**src/rtl/vga_timing_gen.sv**
```systemverilog
`timescale 1ns/1ps
// vga_timing_gen
//   Raster timing generator for the 1280x1024@60 Hz display path. Two cascaded
//   modulo counters (pixel column, line) plus a registered decode of sync,
//   active-video and start-of-line/frame pulses. The decode is computed from
//   the next counter values, so every output describes the coordinate shown
//   on CounterX/CounterY in the same clock.
//
//   Optional feature macro: VGA_FRAME_CNT_EN adds the frame_count port and
//   register (completed-frame counter, wraps silently at 16 bits).
//
// Ports
//   clk          in   pixel-domain clock
//   rst          in   asynchronous active-high reset
//   pix_en       in   pixel advance enable (tie high when clk is the pixel clock)
//   CounterX     out  [11:0] current column, 0..H_TOTAL-1
//   CounterY     out  [11:0] current line, 0..V_TOTAL-1
//   hsync        out  horizontal sync, asserted at HS_POL
//   vsync        out  vertical sync, asserted at VS_POL
//   video_on     out  high inside the visible area
//   line_start   out  one-clock pulse when CounterX becomes 0
//   frame_start  out  one-clock pulse when (CounterX,CounterY) becomes (0,0)
//   frame_count  out  [15:0] completed frames (VGA_FRAME_CNT_EN only)
module vga_timing_gen #(
  parameter int   H_ACTIVE = 1280,
  parameter int   H_FP     = 48,
  parameter int   H_SYNC   = 112,
  parameter int   H_BP     = 248,
  parameter int   V_ACTIVE = 1024,
  parameter int   V_FP     = 1,
  parameter int   V_SYNC   = 3,
  parameter int   V_BP     = 38,
  parameter logic HS_POL   = 1'b1,
  parameter logic VS_POL   = 1'b1
) (
  input  logic        clk,
  input  logic        rst,
  input  logic        pix_en,
  output logic [11:0] CounterX,
  output logic [11:0] CounterY,
  output logic        hsync,
  output logic        vsync,
  output logic        video_on,
  output logic        line_start,
  output logic        frame_start
`ifdef VGA_FRAME_CNT_EN
  ,
  output logic [15:0] frame_count
`endif
);

  localparam int H_TOTAL = H_ACTIVE + H_FP + H_SYNC + H_BP;
  localparam int V_TOTAL = V_ACTIVE + V_FP + V_SYNC + V_BP;

  if (H_TOTAL > 4096) begin : g_h_total_chk
    $error("vga_timing_gen: H_TOTAL exceeds 4096");
  end
  if (V_TOTAL > 4096) begin : g_v_total_chk
    $error("vga_timing_gen: V_TOTAL exceeds 4096");
  end

  localparam logic [11:0] H_LAST = 12'(H_TOTAL - 1);
  localparam logic [11:0] V_LAST = 12'(V_TOTAL - 1);

  // Window bounds are 13 bits wide so an upper bound of exactly 4096 does
  // not alias to zero.
  localparam logic [12:0] H_ACT_END = 13'(H_ACTIVE);
  localparam logic [12:0] V_ACT_END = 13'(V_ACTIVE);
  localparam logic [12:0] HS_LO     = 13'(H_ACTIVE + H_FP);
  localparam logic [12:0] HS_HI     = 13'(H_ACTIVE + H_FP + H_SYNC);
  localparam logic [12:0] VS_LO     = 13'(V_ACTIVE + V_FP);
  localparam logic [12:0] VS_HI     = 13'(V_ACTIVE + V_FP + V_SYNC);

  // Half-open window test lo <= v < hi.
  function automatic logic in_window(input logic [11:0] v,
                                     input logic [12:0] lo,
                                     input logic [12:0] hi);
    return ({1'b0, v} >= lo) && ({1'b0, v} < hi);
  endfunction

  // Sync level for a given in-window flag and polarity.
  function automatic logic sync_level(input logic active, input logic pol);
    return active ? pol : ~pol;
  endfunction

  logic [11:0] r_x_p0;
  logic [11:0] r_y_p0;
  logic        r_hs_p0;
  logic        r_vs_p0;
  logic        r_vid_p0;
  logic        r_ls_p0;
  logic        r_fs_p0;

  logic        w_x_wrap;
  logic        w_y_wrap;
  logic [11:0] w_x_nxt;
  logic [11:0] w_y_nxt;

  always_comb begin
    w_x_wrap = (r_x_p0 == H_LAST);
    w_y_wrap = (r_y_p0 == V_LAST);
    w_x_nxt  = r_x_p0 + 12'd1;
    w_y_nxt  = r_y_p0;
    if (w_x_wrap) begin
      w_x_nxt = '0;
      w_y_nxt = w_y_wrap ? '0 : r_y_p0 + 12'd1;
    end
  end

  // Stage p0: counters and decode of the next coordinate, all in one register
  // stage so coordinates and syncs never skew. Pulses drop while pix_en is low
  // so a held coordinate cannot produce a repeated pulse.
  always_ff @(posedge clk or posedge rst) begin
    if (rst) begin
      r_x_p0   <= '0;
      r_y_p0   <= '0;
      r_hs_p0  <= ~HS_POL;
      r_vs_p0  <= ~VS_POL;
      r_vid_p0 <= 1'b1;
      r_ls_p0  <= 1'b0;
      r_fs_p0  <= 1'b0;
    end else if (pix_en) begin
      r_x_p0   <= w_x_nxt;
      r_y_p0   <= w_y_nxt;
      r_hs_p0  <= sync_level(in_window(w_x_nxt, HS_LO, HS_HI), HS_POL);
      r_vs_p0  <= sync_level(in_window(w_y_nxt, VS_LO, VS_HI), VS_POL);
      r_vid_p0 <= in_window(w_x_nxt, 13'd0, H_ACT_END) &&
                  in_window(w_y_nxt, 13'd0, V_ACT_END);
      r_ls_p0  <= w_x_wrap;
      r_fs_p0  <= w_x_wrap && w_y_wrap;
    end else begin
      r_ls_p0  <= 1'b0;
      r_fs_p0  <= 1'b0;
    end
  end

  assign CounterX    = r_x_p0;
  assign CounterY    = r_y_p0;
  assign hsync       = r_hs_p0;
  assign vsync       = r_vs_p0;
  assign video_on    = r_vid_p0;
  assign line_start  = r_ls_p0;
  assign frame_start = r_fs_p0;

`ifdef VGA_FRAME_CNT_EN
  logic [15:0] r_fc_p0;

  // Stage p0: increments in the same clock frame_start rises.
  always_ff @(posedge clk or posedge rst) begin
    if (rst) begin
      r_fc_p0 <= '0;
    end else if (pix_en && w_x_wrap && w_y_wrap) begin
      r_fc_p0 <= r_fc_p0 + 16'd1;
    end
  end

  assign frame_count = r_fc_p0;
`endif

endmodule

```
**config.mk**
```make
export PLATFORM = sky130hd
export DESIGN_NAME = vga_timing_gen
export DESIGN_NICKNAME = d
export VERILOG_FILES = /design/src/rtl/vga_timing_gen.sv
export SDC_FILE = /design/constraint.sdc
export NUM_CORES = 1
export LEC_CHECK = 0
export BUFFER_PORTS_ARGS = -buffer_cell sky130_fd_sc_hd__clkbuf_2
export CAP_MARGIN = 20
export CELL_PAD_IN_SITES_DETAIL_PLACEMENT = 1
export CELL_PAD_IN_SITES_GLOBAL_PLACEMENT = 2
export CORE_ASPECT_RATIO = 0.9
export CORE_MARGIN = 5
export CORE_UTILIZATION = 35
export CTS_BUF_LIST = sky130_fd_sc_hd__clkbuf_2
export DETAILED_ROUTE_END_ITERATION = 16
export PLACE_DENSITY_LB_ADDON = 0.1
export SLEW_MARGIN = 20
export SYNTH_ARGS = -nofsm -noshare
export SYNTH_HDL_FRONTEND = slang
export SYNTH_SLANG_ARGS = --single-unit
```
**constraint.sdc**
```tcl
create_clock -name clk -period 6.2 [get_ports clk]
set_clock_uncertainty 0.05 [all_clocks]
set_input_delay 1.24 -clock clk [delete_from_list [all_inputs] [get_ports clk]]
set_output_delay 1.24 -clock clk [all_outputs]
set_load 0.01 [all_outputs]
```
==> results of run 1 <==
worst min-delay path by stage:
stage / start / endpoint / depth (start not counted)
floorplan: video_on$_DFFE_PP1P_ / video_on$_DFFE_PP1P_ / 2
global placement: video_on$_DFFE_PP1P_ / video_on$_DFFE_PP1P_ / 2
detailed placement: vsync$_DFFE_PP0P_ / vsync$_DFFE_PP0P_ / 2
CTS: video_on$_DFFE_PP1P_ / video_on$_DFFE_PP1P_ / 2
global route: video_on$_DFFE_PP1P_ / video_on$_DFFE_PP1P_ / 2
finish: video_on$_DFFE_PP1P_ / video_on$_DFFE_PP1P_ / 2
critical path: cells and delay by family (launching register included):
kind / cells / cell delay (ps)
and+or+nand+nor: 5 / 1950
AOI/OAI and AO/OA: 1 / 100
adders and majority gates: 1 / 270
DFF: 1 / 500
area by class of cell:
class                   instances  area (um^2)  share of cell area
inverters                       8         30.0              0.0136
well taps                      70         87.6              0.0398
clock buffers                   8         40.0              0.0182
repair buffers                 32          163              0.0738
multi-input cells             178         1160               0.525
flip-flops and latches         29          727               0.330
cell usage in the layout (no fill, tap or decap), types with 3 or more instances in the layout:
cell,instances
xnor2_1,10
ha_1,3
clkbuf_2,39
inv_1,8
o31ai_1,3
or3_1,5
a21o_1,4
a21oi_1,8
nor2_1,14
nand2_1,29
o21ai_0,20
xor2_1,3
and4_1,3
dfrtp_1,28
nor3_1,6
nand3_1,14
nand4_1,13
Yosys cell counts, types with 6 or more instances:
master,number
nand2_1,29
dfrtp_1,28
o21ai_0,20
nand3_1,14
nor2_1,14
nand4_1,13
xnor2_1,10
clkbuf_1,9
a21oi_1,8
inv_1,8
nor3_1,6
cells by family after synthesis:
logic type / after synthesis / synth area share
AO/OA/AOI/OAI: 55 / 0.188
XOR/XNOR: 13 / 0.0564
adder cells (fa/ha/maj): 3 / 0.0186
buffers and inverters: 29 / 0.0670
flip-flops: 29 / 0.360
multiplexers: 4 / 0.0211
AND/OR/NAND/NOR: 103 / 0.288
metal layers:
metal	up-vias	GRT usage	wire, um
met1	875	0.234	3020
met3	6	0.0385	177
met5	-	0	0
met2	25	0.241	2330
li1	896	-	-
met4	0	0.0446	61
stage by stage:
stage,hold slack [ps],std cells,util
2_1_floorplan,431,236,-
3_3_place_gp,422,317,0.384
3_5_place_dp,434,317,0.384
4_1_cts,457,325,0.392
5_1_grt,469,325,0.392
6_report,447,325,0.392
registers in the layout, summed over array words and instances, names as in the netlist:
register	count
hsync	1
video_on	1
vsync	1
CounterX	12
frame_start	1
CounterY	12
line_start	1
power by group through the flow:
stage | clock network [mW] | registers (mW) | logic (mW)
global route | 0.118 | 0.267 | 0.131
detailed placement | 0 | 0.264 | 0.115
global placement | 0 | 0.263 | 0.112
finish | 0.105 | 0.261 | 0.114
floorplan | 0 | 0.250 | 0.0820
CTS | 0.110 | 0.260 | 0.116
==> flow_metrics.py, run 1 <==
metrics = {
    "logic_synthesis": {
        "yosysTopAreaCell": "dfrtp_1",
        "ys.flop_type": "dfrtp_1",
        "ys_async_sr_fraction": 1.00,
        "synthesis.area_um2": 2020,
        "synth_edf_count": 0,
        "syn_nets": 242,
        "synth_top_area_share": 0.347,
        "ys_seq_area_frac": 0.360,
        "syn_avg_cell_area_um2": 8.55,
        "syn_inst": 236,
        "ys_ff_latch": 29,
        "ys_top_cells_by_area": "dfrtp_1, nand2_1, o21ai_0",
        "yosysUniqueCellTypes": 56,
        "yosysWarnings": 0,
    },
    "detailed_routing": {
        "drc": 0,
        "via_per_inst": 5.54,
        "dr.pass1.iters": 4,
        "vias": 1802,
        "first_iter_violations": 54,
        "ant_nets": 0,
        "wirelength_um": 5580,
        "wl_per_cell_um": 17.2,
    },
    "clock_tree": {
        "clk_latency_ps": 370,
        "cts_tree": "done",
        "cts_buffers": 5,
        "cts_sinks": 29,
        "post_cts_buffers": 0,
        "hold_buffers": 0,
        "cts_resized": 0,
        "cts.path.max_buffers": 2,
        "cts_max_level": 2,
        "cts-root-buf": "clkbuf_2",
        "worst_setup_hold_path_clk_slew_ps": 160,
    },
    "global_route": {
        "grt_pass1_vias": 1849,
        "grt_overflow": 0,
        "antenna_found_initial": 0,
        "grt_pass1_wl_um": 9690,
        "grt_max_degree": 30,
        "grtUsageTotal": 0.162,
    },
    "floorplanning": {
        "initial_core_util": 0.359,
        "core-area_um2": 5630,
        "rows": 26,
        "dieWidth_um": 90.0,
        "ioPinCount": 32,
        "dieArea_um2": 7390,
        "die_y_um": 82.0,
    },
    "timing": {
        "slew_headroom": 0.459,
        "min_period_ps": 2900,
        "worst_pin_slew_ps": 806,
        "setup_violations": 0,
        "fin_crit_sh": 0.468,
        "max_freq_mhz": 344,
        "hold_viol": 0,
        "maxSlewViolCount": 0,
        "rsz0062_at_grt": "no",
        "finalWorstSetupSlack_ps": 3300,
        "fin_setup_tns_ps": 0,
    },
    "critical_path": {
        "cp_data_required_time_ps": 6480,
        "worstPathCellList": "ha_1 > nand4_1 > nor3_2 > nand2_1 > or3_1 > nor3_1 > a21o_1",
        "regToRegStartpoint": "CounterX[0]$_DFFE_PP0P_",
        "worstSetupPathType": "reg -> reg",
        "rrSetupSlack_ps": 3300,
        "crit_path_max_incr_delay_ps": 730,
        "arrival_ps": 3180,
        "cp-start-kind": "flop",
        "path_max_fanout": 12,
        "end_kind": "flop",
        "cp_slowest_cell": "nor3_2",
        "endpoint": "CounterY[4]$_DFFE_PP0P_",
        "crit_path_start": "CounterX[0]$_DFFE_PP0P_",
        "r2r_end": "CounterY[4]$_DFFE_PP0P_",
        "reg2reg_depth": 7,
    },
    "place": {
        "post-place-ws_ps": 3290,
        "dpl.hpwl_um": 3920,
        "gp_congestion": 0.742,
        "io_buffers": 31,
        "placed_area_um2": 2160,
    },
    "pwr": {
        "combPwrFrac": 0.238,
        "p_leak_nw": 0.955,
        "p_switching_mw": 0.184,
        "p_seq_frac": 0.544,
        "pwr_density_cell_nw_per_um2": 217,
        "intPower_mw": 0.296,
        "swShare": 0.383,
        "power.total_mw": 0.479,
        "peakVddDrop_mv": 0.174,
        "p_clk_frac": 0.219,
    },
    "finish": {
        "fill_cells": 697,
        "drive_gt1_frac": 0.200,
        "nets": 260,
        "syn2layout_area_growth_pct": 9.18,
        "stdcell_area_um2": 2200,
        "diodes": 0,
    },
    "outcome": {
        "status": "complete, no violations",
    },
    "flow_run": {
        "maxCapViolations": 0,
    },
    "worst_hold_path": {
        "holdCritPathClass": "reg -> reg",
    },
}
Note: power is estimated with default switching activity, not from simulation.
==> run 2, diff against run 1 <==
Clock period 6.2 ns to 2.7 ns, I/O delays scaled along.
==> run 2 against run 1 <==
  * Design area grew 5.1%
  * Largest power group unchanged
  * Critical path depth is the same
  * Die area is the same
  * Critical endpoint is now vsync$_DFFE_PP0P_
  * Critical path type unchanged
==> flow_metrics.py, run 2 (synthesis results as in run 1) <==
metrics = {
    "timing": {
        "maxSlewViolCount": 0,
        "hold_viol": 0,
        "rsz0062_at_grt": "no",
        "finalWorstSetupSlack_ps": 201,
        "fin_crit_sh": 0.925,
        "setup_violations": 0,
        "worst_pin_slew_ps": 471,
        "min_period_ps": 2500,
        "max_freq_mhz": 400,
        "slew_headroom": 0.681,
        "fin_setup_tns_ps": 0,
    },
    "pwr": {
        "p_leak_nw": 1.03,
        "pwr_density_cell_nw_per_um2": 480,
        "peakVddDrop_mv": 0.304,
    },
    "place": {
        "io_buffers": 31,
        "dpl.hpwl_um": 4410,
        "placed_area_um2": 2280,
        "placed_cells": 332,
        "gp_congestion": 0.801,
        "post-place-ws_ps": 245,
    },
    "finish": {
        "syn2layout_area_growth_pct": 14.8,
        "nets": 275,
        "fill_cells": 701,
        "final_cell_mix": "clkbuf_2, nand2_1, dfrtp_1",
        "layout.cells.non_filler": 340,
        "fin_util": 0.412,
        "final_common_cell": "clkbuf_2",
        "diodes": 0,
        "stdcell_area_um2": 2320,
        "drive_gt1_frac": 0.244,
    },
    "worst_hold_path": {
        "holdCritPathClass": "in -> async",
    },
    "floorplanning": {
        "rows": 26,
        "dieWidth_um": 90.0,
        "die_y_um": 82.0,
        "ioPinCount": 32,
        "initial_core_util": 0.359,
        "core-area_um2": 5630,
        "dieArea_um2": 7390,
    },
    "critical_path": {
        "rrSetupSlack_ps": 200,
        "arrival_ps": 2710,
        "worstSetupPathType": "reg -> reg",
        "cp-start-kind": "flop",
        "end_kind": "flop",
        "cp_data_required_time_ps": 2910,
        "path_max_fanout": 10,
    },
    "outcome": {
        "status": "complete, no violations",
    },
    "detailed_routing": {
        "wl_met2_um": 2380,
        "first_iter_violations": 62,
        "wl_per_cell_um": 17.5,
        "wl_met1_um": 3300,
        "ant_nets": 0,
        "wl_met3_um": 232,
        "vias": 1874,
        "dr.pass1.iters": 4,
        "drc": 0,
        "top_layer": "met4",
        "via_per_inst": 5.51,
        "wirelength_um": 5960,
    },
    "clock_tree": {
        "cts-root-buf": "clkbuf_2",
        "cts.path.max_buffers": 2,
        "hold_buffers": 0,
        "cts_resized": 0,
        "worst_setup_hold_path_clk_slew_ps": 170,
        "cts_buffers": 5,
        "clk_latency_ps": 360,
        "cts_tree": "done",
        "cts_max_level": 2,
        "cts_sinks": 29,
        "post_cts_buffers": 0,
    },
    "flow_run": {
        "maxCapViolations": 0,
    },
    "global_route": {
        "grt_max_degree": 30,
        "grt_overflow": 0,
        "grtUsageTotal": 0.170,
        "antenna_found_initial": 0,
        "grt_pass1_vias": 1850,
        "grt_pass1_wl_um": 10100,
    },
}
run 2: changes by cell type in the layout (fill, tap and decap cells not counted), sizes merged:
cell  delta
buf     +15
run 2: report_power, final:
| group | total [mW] | switching [mW] | internal, mW |
|---|---|---|---|
| clock | 0.236 | 0.159 | 0.0765 |
| combinational | 0.296 | 0.164 | 0.132 |
| sequential | 0.579 | 0.0947 | 0.485 |
run 2: routing by layer:
metal,global-route usage,vias up
met1,0.261,913
met5,0,-
met3,0.0394,5
li1,-,917
met2,0.238,39
met4,0.0357,0
run 2: worst paths after layout:
check                                        start                       to  cells past startpoint
min                                            rst  CounterX[6]$_DFFE_PP0P_                      3
max in group asynchronous                      rst     video_on$_DFFE_PP1P_                      3
max reg2reg                CounterX[0]$_DFFE_PP0P_        vsync$_DFFE_PP0P_                      7
min in group clk              video_on$_DFFE_PP1P_     video_on$_DFFE_PP1P_                      2
max                        CounterX[0]$_DFFE_PP0P_        vsync$_DFFE_PP0P_                      7
min reg2reg                   video_on$_DFFE_PP1P_     video_on$_DFFE_PP1P_                      2
run 2: layout make-up:
type / count / area, um^2 / share of cell area
multi-input combinational: 178 / 1160 / 0.499
sequential: 29 / 727 / 0.314
timing repair buffer: 47 / 275 / 0.119
tap: 70 / 87.6 / 0.0378
clock buffer: 8 / 40.0 / 0.0173
inverter: 8 / 30.0 / 0.0130
run 2: worst max-delay path, cell delays in order, from the launching register on:
cell	delay (ps)
dfrtp_1	480
ha_1	240
nand4_1	230
or3_1	620
o311ai_0	480
a21oi_1	80
o211ai_1	120
o31ai_2	100
run 2: metrics by stage:
step	hold WS, ps	power (mW)
floorplan	431	0.762
global placement	420	0.884
detailed placement	424	0.887
CTS	156	1.13
global route	164	1.20
finish	158	1.11
==> run 3, diff against run 2 <==
Settings changed: ABC_AREA from default to 1, CORE_UTILIZATION 35 to 32, RECOVER_POWER from default to 100.
==> run 3 against run 2 <==
  * Area after synthesis down 4.3%
  * Utilization down 4.1 points
  * Sequential power up 13%
  * Cell count up 13%
  * Highest routed layer unchanged
  * Count of clock-buffer cells in the layout unchanged
  * Power up 25%
==> flow_metrics.py, run 3 <==
metrics = {
    "outcome": {
        "status": "complete, no violations",
    },
    "floorplanning": {
        "rows": 26,
        "core-area_um2": 5760,
        "ioPinCount": 32,
        "initial_core_util": 0.335,
        "dieArea_um2": 7690,
        "die_y_um": 83.7,
        "dieWidth_um": 91.9,
    },
    "logic_synthesis": {
        "synth_top_area_share": 0.363,
        "synth_fa_ha_area_frac": 0.0194,
        "ys.flop_type": "dfrtp_1",
        "netlist_top_cells_count": "nand2_1, inv_1, dfrtp_1, nand3_1, nor2_1",
        "synth-xor-area-share": 0.0272,
        "yosysTopAreaCell": "dfrtp_1",
        "synth-compound-area-share": 0.0998,
        "ys_top_cells_by_area": "dfrtp_1, nand2_1, nand3_1",
        "synth_top_family_by_area": "simple AND/OR/NAND/NOR gates",
        "yosysWarnings": 0,
        "ys_seq_area_frac": 0.377,
        "yosysMostFrequentCell": "nand2_1",
        "yosysUniqueCellTypes": 30,
        "ys_ff_latch": 29,
        "ys_async_sr_fraction": 1.00,
        "syn_avg_cell_area_um2": 6.94,
        "syn_inst": 278,
        "synth_edf_count": 0,
        "synth_mux_area_frac": 0,
        "syn_nets": 284,
        "synthesis.area_um2": 1930,
        "synth-simple-area-share": 0.391,
    },
    "timing": {
        "hold_viol": 0,
        "fin_setup_tns_ps": 0,
        "min_period_ps": 2190,
        "slew_headroom": 0.255,
        "maxSlewViolCount": 0,
        "rsz0062_at_grt": "no",
        "setup_violations": 0,
        "worst_pin_slew_ps": 1120,
        "max_freq_mhz": 456,
        "finalWorstSetupSlack_ps": 509,
        "fin_crit_sh": 0.812,
    },
    "pwr": {
        "combPwrFrac": 0.360,
        "peakVddDrop_mv": 0.219,
        "p_seq_frac": 0.473,
        "p_switching_mw": 0.619,
        "pwr_density_cell_nw_per_um2": 650,
        "p_clk_frac": 0.167,
        "swShare": 0.446,
        "intPower_mw": 0.768,
        "p_leak_nw": 1.03,
    },
    "critical_path": {
        "cp_data_required_time_ps": 2960,
        "rrSetupSlack_ps": 510,
        "path_max_fanout": 12,
        "worstSetupPathType": "reg -> reg",
        "cp-start-kind": "flop",
        "end_kind": "flop",
        "arrival_ps": 2450,
    },
    "finish": {
        "diodes": 0,
        "final_common_cell": "nand2_1",
        "layout.cells.non_filler": 383,
        "fill_cells": 792,
        "nets": 318,
        "syn2layout_area_growth_pct": 10.6,
        "final_cell_mix": "nand2_1, inv_1, clkbuf_1",
        "drive_gt1_frac": 0.0671,
    },
    "clock_tree": {
        "cts-root-buf": "clkbuf_2",
        "hold_buffers": 0,
        "cts.path.max_buffers": 2,
        "cts_sinks": 29,
        "worst_setup_hold_path_clk_slew_ps": 160,
        "clk_latency_ps": 360,
        "cts_buffers": 5,
        "cts_max_level": 2,
        "cts_resized": 0,
        "cts_tree": "done",
        "post_cts_buffers": 0,
    },
    "global_route": {
        "antenna_found_initial": 0,
        "grtUsageTotal": 0.158,
        "grt_pass1_wl_um": 9600,
        "grt_max_degree": 36,
        "grt_overflow": 0,
        "grt_pass1_vias": 1819,
    },
    "detailed_routing": {
        "wirelength_um": 5880,
        "dr.pass1.iters": 4,
        "ant_nets": 0,
        "drc": 0,
        "wl_per_cell_um": 15.3,
        "via_per_inst": 4.85,
        "vias": 1859,
        "first_iter_violations": 62,
    },
    "worst_hold_path": {
        "holdCritPathClass": "in -> async",
    },
    "place": {
        "placed_cells": 375,
        "gp_congestion": 0.794,
        "dpl.hpwl_um": 4550,
        "post-place-ws_ps": 596,
        "io_buffers": 31,
    },
    "flow_run": {
        "maxCapViolations": 0,
    },
}
run 3: kinds of logic after synthesis:
logic type,after synthesis
adders and majority gates,3
and+or+nand+nor,164
xor gates and xnor gates,6
AOI/OAI and AO/OA,36
DFF,29
buffers and inverters,40
run 3: final cells by class:
cell class | instances | area [um^2] | area share
Tap cell | 70 | 87.6 | 0.0410
Multi-Input combinational cell | 209 | 1020 | 0.479
Timing Repair Buffer | 33 | 130 | 0.0610
Clock buffer | 8 | 40.0 | 0.0188
Sequential cell | 29 | 727 | 0.341
Inverter | 34 | 128 | 0.0598
run 3: power groups by stage:
stage	registers [mW]	clock network (mW)	logic, mW
2_1_floorplan	0.677	0	0.308
6_report	0.656	0.232	0.499
3_5_place_dp	0.668	0	0.532
4_1_cts	0.659	0.247	0.535
5_1_grt	0.676	0.268	0.571
3_3_place_gp	0.664	0	0.532
run 3: metrics by stage:
stage / hold WS, ps / area [um^2] / power, mW / util
finish: 89.3 / 2130 / 1.39 / 0.371
global route: 87.9 / 2130 / 1.52 / 0.371
CTS: 94.7 / 2190 / 1.44 / 0.380
detailed placement: 410 / 2150 / 1.20 / 0.373
global placement: 408 / 2150 / 1.20 / 0.373
floorplan: 423 / 1930 / 0.985 / -
run 3: path summary, 6_finish.rpt:
kind | from | to | cells after the start
min in group clk | video_on$_DFFE_PP1P_ | video_on$_DFFE_PP1P_ | 2
hold / removal | rst | CounterX[2]$_DFFE_PP0P_ | 2
setup reg to reg | CounterX[0]$_DFFE_PP0P_ | vsync$_DFFE_PP0P_ | 13
hold reg to reg | video_on$_DFFE_PP1P_ | video_on$_DFFE_PP1P_ | 2
setup / recovery | CounterX[0]$_DFFE_PP0P_ | vsync$_DFFE_PP0P_ | 13
max in group asynchronous | rst | CounterX[11]$_DFFE_PP0P_ | 3
run 3: worst max-delay path, stage by stage (launching register included):
cell and delay (ps):
dfrtp_1 430, ha_1 180, nand2_1 110, inv_1 80, nand2_1 80, nor2_4 140, nand2_4 140, nor2_1 360
nand2_1 120, nand2_1 130, nand2_1 70, nor2_1 100, nand3_1 80, nand2_1 60
run 3: layer usage:
layer | vias to the layer above | track usage | wire length, um | share of wire
li1 | 966 | - | - | -
met1 | 857 | 0.242 | 3240 | 0.55
met2 | 31 | 0.223 | 2390 | 0.41
met3 | 5 | 0.0316 | 196 | 0.033
met4 | 0 | 0.0405 | 53 | 0.0090
met5 | - | 0 | 0 | 0
